### src/rtl/booth_seq_mult.sv
// booth_seq_mult: sequential radix-2 Booth signed multiplier.
// Accepts a START request while idle, latches the two's complement operands and
// retires one Booth iteration per clock. After N iterations the 2N-bit product
// is registered on P and DONE pulses for one cycle.
//
// Ports:
//   CLK   rising-edge clock
//   CLR   synchronous active-high reset, highest priority (aborts an operation)
//   START request, accepted on a rising edge while BUSY=0
//   A     signed multiplicand (N bits)
//   B     signed multiplier (N bits)
//   P     registered signed product (2N bits), held until the next completion
//   DONE  one-cycle pulse when P has just been updated
//   BUSY  high while an operation is in progress
module booth_seq_mult #(
   parameter int unsigned N = 4
) (
   input  logic           CLK,
   input  logic           CLR,
   input  logic           START,
   input  logic [N-1:0]   A,
   input  logic [N-1:0]   B,
   output logic [2*N-1:0] P,
   output logic           DONE,
   output logic           BUSY
);

   localparam int unsigned CW = $clog2(N + 1);

   typedef enum logic [0:0] {StIdle, StRun} state_e;

   state_e           state_q, state_d;
   logic [N:0]       m_q, m_d;
   logic [N:0]       acc_q, acc_d;
   logic [N-1:0]     q_q, q_d;
   logic             q1_q, q1_d;
   logic [CW-1:0]    cnt_q, cnt_d;
   logic [2*N-1:0]   p_q, p_d;
   logic             done_q, done_d;

   // One Booth step: add/subtract M, then arithmetic shift of {T, Q, Q_1}.
   // ACC carries one guard bit so that subtracting M = -2^(N-1) stays exact.
   logic [N:0]   t;
   logic [N:0]   acc_sh;
   logic [N-1:0] q_sh;

   always_comb begin
      t = acc_q;
      unique case ({q_q[0], q1_q})
         2'b01:   t = acc_q + m_q;
         2'b10:   t = acc_q - m_q;
         default: t = acc_q;
      endcase
      acc_sh = {t[N], t[N:1]};
      q_sh   = {t[0], q_q[N-1:1]};
   end

   always_comb begin
      state_d = state_q;
      m_d     = m_q;
      acc_d   = acc_q;
      q_d     = q_q;
      q1_d    = q1_q;
      cnt_d   = cnt_q;
      p_d     = p_q;
      done_d  = 1'b0;

      unique case (state_q)
         StIdle: begin
            if (START) begin
               m_d     = {A[N-1], A};
               q_d     = B;
               acc_d   = '0;
               q1_d    = 1'b0;
               cnt_d   = CW'(N);
               state_d = StRun;
            end
         end
         StRun: begin
            acc_d = acc_sh;
            q_d   = q_sh;
            q1_d  = q_q[0];
            cnt_d = cnt_q - CW'(1);
            if (cnt_q == CW'(1)) begin
               // Low 2N bits of the shifted {ACC, Q}; the guard bit is dropped.
               p_d     = {acc_sh[N-1:0], q_sh};
               done_d  = 1'b1;
               state_d = StIdle;
            end
         end
         default: state_d = StIdle;
      endcase
   end

   always_ff @(posedge CLK) begin
      if (CLR) begin
         state_q <= StIdle;
         m_q     <= '0;
         acc_q   <= '0;
         q_q     <= '0;
         q1_q    <= 1'b0;
         cnt_q   <= '0;
         p_q     <= '0;
         done_q  <= 1'b0;
      end else begin
         state_q <= state_d;
         m_q     <= m_d;
         acc_q   <= acc_d;
         q_q     <= q_d;
         q1_q    <= q1_d;
         cnt_q   <= cnt_d;
         p_q     <= p_d;
         done_q  <= done_d;
      end
   end

   assign P    = p_q;
   assign DONE = done_q;
   assign BUSY = (state_q == StRun);

endmodule

### config.mk
export PLATFORM = sky130hd
export DESIGN_NAME = booth_seq_mult
export DESIGN_NICKNAME = d
export VERILOG_FILES = /design/src/rtl/booth_seq_mult.sv
export SDC_FILE = /design/constraint.sdc
export NUM_CORES = 1
export LEC_CHECK = 0
export CORE_MARGIN = 2
export CORE_UTILIZATION = 47
export CTS_BUF_LIST = sky130_fd_sc_hd__clkbuf_4 sky130_fd_sc_hd__clkbuf_8 sky130_fd_sc_hd__clkbuf_16
export CTS_CLUSTER_DIAMETER = 100
export DETAILED_ROUTE_END_ITERATION = 10
export PLACE_DENSITY_LB_ADDON = 0.15
export SYNTH_ARGS = -nofsm -noshare
export SYNTH_HDL_FRONTEND = slang
export SYNTH_SLANG_ARGS = --single-unit
### constraint.sdc
create_clock -name CLK -period 2.21 [get_ports CLK]
set_clock_uncertainty 0.15 [all_clocks]
set_input_delay 0.442 -clock CLK [delete_from_list [all_inputs] [get_ports CLK]]
set_output_delay 0.442 -clock CLK [all_outputs]
set_load 0.01 [all_outputs]
==> metrics.txt <==
Startpoint Class=flip-flop; Root Driver=clkbuf_4; flop2flop setup slack=-0.03 ns; Initial DRC Count=26; RSZ-0062 raised after global routing=yes; final routed DRC violation total=0; hold-fix buffers at CTS=0; met2 Track Usage GR=between 30% and 40%; Util after Layout=64.2%; Area Overhead vs Synth=29.2%; sequential share of the synthesized area=38.0%; final worst slack=-0.0299 ns; largest net degree at the start of global routing=23; aggregate global routing overflow=0; width of the die=a little under 60 um; Post-synth EDFFs=0; Synth Flop Type=dfxtp_1; flops & latches, synth=26; CP arrival=around 2.4 ns; via count=~1200; clk sinks=26; # port buffers=20; commonest non-fill, non-tap cells in the layout=dfxtp_1, nor2_1, clkdlybuf4s50_1; worst r2r src=m_q[1]; GRT busiest layer=met2; routability cong.=0.721; hold crit path type=reg -> reg; core area=approximately 2800 sq um; power density cells=around 640 nW/um^2; Min Hold Slack=between 0.3 and 0.4 ns; Avg Cell Area, Syn=about 8.9 sq um; area of placed instances=approximately 1700 sq um; post-DP HPWL=between 2000 and 2500 um; Clock transition at path regs=approximately 0.14 ns; Power Total=between 1 and 1.5 mW; initial antenna violation count=0; GRT Total Usage=17.3%; Design Area, Final=roughly 1800 sq um; Least-Margin Pin Slew=around 0.63 ns; CP Max Fanout=2; Period minus WS final=roughly 2.2 ns; CP endpoint kind=flip-flop; r2r worst-path depth=9; H-tree Lvls=1; ANT nets after route=0; Ant. Diodes=0; met3 usage=between 2 and 2.5%; nets@finish=between 200 and 250; vias in the first global route=approximately 1000; die area=3370 sq um; Synth Instances=~150; terminus of the critical flop-to-flop path=P[7]; Max clock buf depth=2; Initial Util=between 40% and 50%; failing checks=setup timing; Area contributors post-synth=dfxtp_1, ha_1, nor2_1, mux2i_1, a21oi_1; Leak=a little over 0.7 nW; CTS tree=built; worst rel slew slack=57.9%; layout cells sized above 1=19.7%; Vias/cell=5.39; worst vdd ir=between 0.4 and 0.5 mV; Final Cycle Share=101%; Crit path required time=2.33 ns; final-report setup violation count=2; asr flop ratio synth=0%; syn nets=~170; f_max=between 400 and 500 MHz; status=finished, violations left; crit path kind=reg -> reg; routed wire length=2810 um; synthesized area=~1400 sq um; Global Route met1 Usage=a little over a fifth; CTS Buf Count=3; Site Rows=19; CP Launch Point=m_q[1]; first-pass GRT wire length=between 4000 and 5000 um; max_cap viols=0; Slew Viols, Final=0; final hold viol count=0; Boundary Pins=21; Skew-Pair Late Insertion Delay=between 0.3 and 0.4 ns; YS warnings=0; Worst Setup EP=P[7]; die height=58.0 um; drt first pass iters=4; Netlist cell types=38; drt wl/cell=between 10 and 15 um; TNS Setup=-0.0383 ns; top-area cell type share of the netlist area=approximately 38%; post-synth top area cell=dfxtp_1
-- per-layer routing --
metal / wire length (um) / up-vias
li1: - / 583
met1: 1270 / 547
met2: 1440 / 20
met3: 87 / 4
met4: 24 / 0
met5: 0 / -
-- where the power goes --
| group | leakage, nW | switching, mW | internal, mW |
|---|---|---|---|
| clock | 0.0279 | 0.145 | 0.183 |
| sequential | 0.213 | 0.0180 | 0.489 |
| combinational | 0.480 | 0.133 | 0.159 |
-- timing repair --
action | CTS | global route
gates cloned | 0 | 0
resized for setup | 1 | 5
setup endpoints to repair | 4 | 6
pin swaps | 3 | 4
buffers inserted | 1 | 2
-- sequential cells by signal (all words and copies together), names as in the netlist --
register	flops
DONE	1
acc_q	4
q_q	4
P	8
cnt_q	3
m_q	4
q1_q	1
BUSY	1
-- worst min path at each step --
| stage | from | end | slack (ns) | depth (start not counted) |
|---|---|---|---|---|
| 3_3_place_gp | P[3] | P[3] | 0.29 | 2 |
| 2_1_floorplan | cnt_q[2] | cnt_q[2] | 0.29 | 1 |
| 6_report | P[6] | P[6] | 0.34 | 2 |
| 5_1_grt | cnt_q[2] | cnt_q[2] | 0.36 | 1 |
| 4_1_cts | P[3] | P[3] | 0.33 | 2 |
| 3_5_place_dp | P[3] | P[3] | 0.31 | 2 |
-- worst max-delay path: stages, from the launching register on --
cell	delay [ns]
dfxtp_2	0.36
inv_2	0.05
ha_4	0.22
mux2_4	0.27
fa_2	0.34
nand2b_4	0.15
a21oi_4	0.13
xnor2_2	0.14
mux2_4	0.32
nand3_2	0.05
-- synthesized netlist by cell type, types with 3 or more instances --
master    count
xnor2_1       3
a22o_1        5
nand3_1       3
mux2i_1       8
clkbuf_1      5
a21oi_1      10
inv_1        10
nor2_1       25
ha_1          8
o21ai_0       3
nand2_1       5
nor3_1        4
nand2b_1      4
dfxtp_1      26
nor2b_1       6
-- kinds of logic after synthesis --
| group | synth area share (%) |
|---|---|
| buf+inv | 5.66 |
| flops | 38.0 |
| xor+xnor | 3.74 |
| mux | 8.58 |
| fa+ha+maj | 8.76 |
| simple gates | 21.6 |
| compound gates | 13.7 |
-- cell type report --
type | instances | area [sq um]
Fill cell | 246 | 986
Multi-Input combinational cell | 109 | 815
Sequential cell | 26 | 523
Timing Repair Buffer | 34 | 305
Tap cell | 31 | 38.8
Inverter | 10 | 37.5
Clock inverter | 1 | 30.0
Clock buffer | 3 | 22.5
-- metrics by stage --
stage                     setup slack, ns  instances
final                             -0.0299        214
after global routing              -0.0958        214
after CTS                         -0.0841        212
after detailed placement          -0.0889        207
after global placement            -0.0564        207
after floorplan                   -0.0478        154
(Power assumes the default switching activity.)
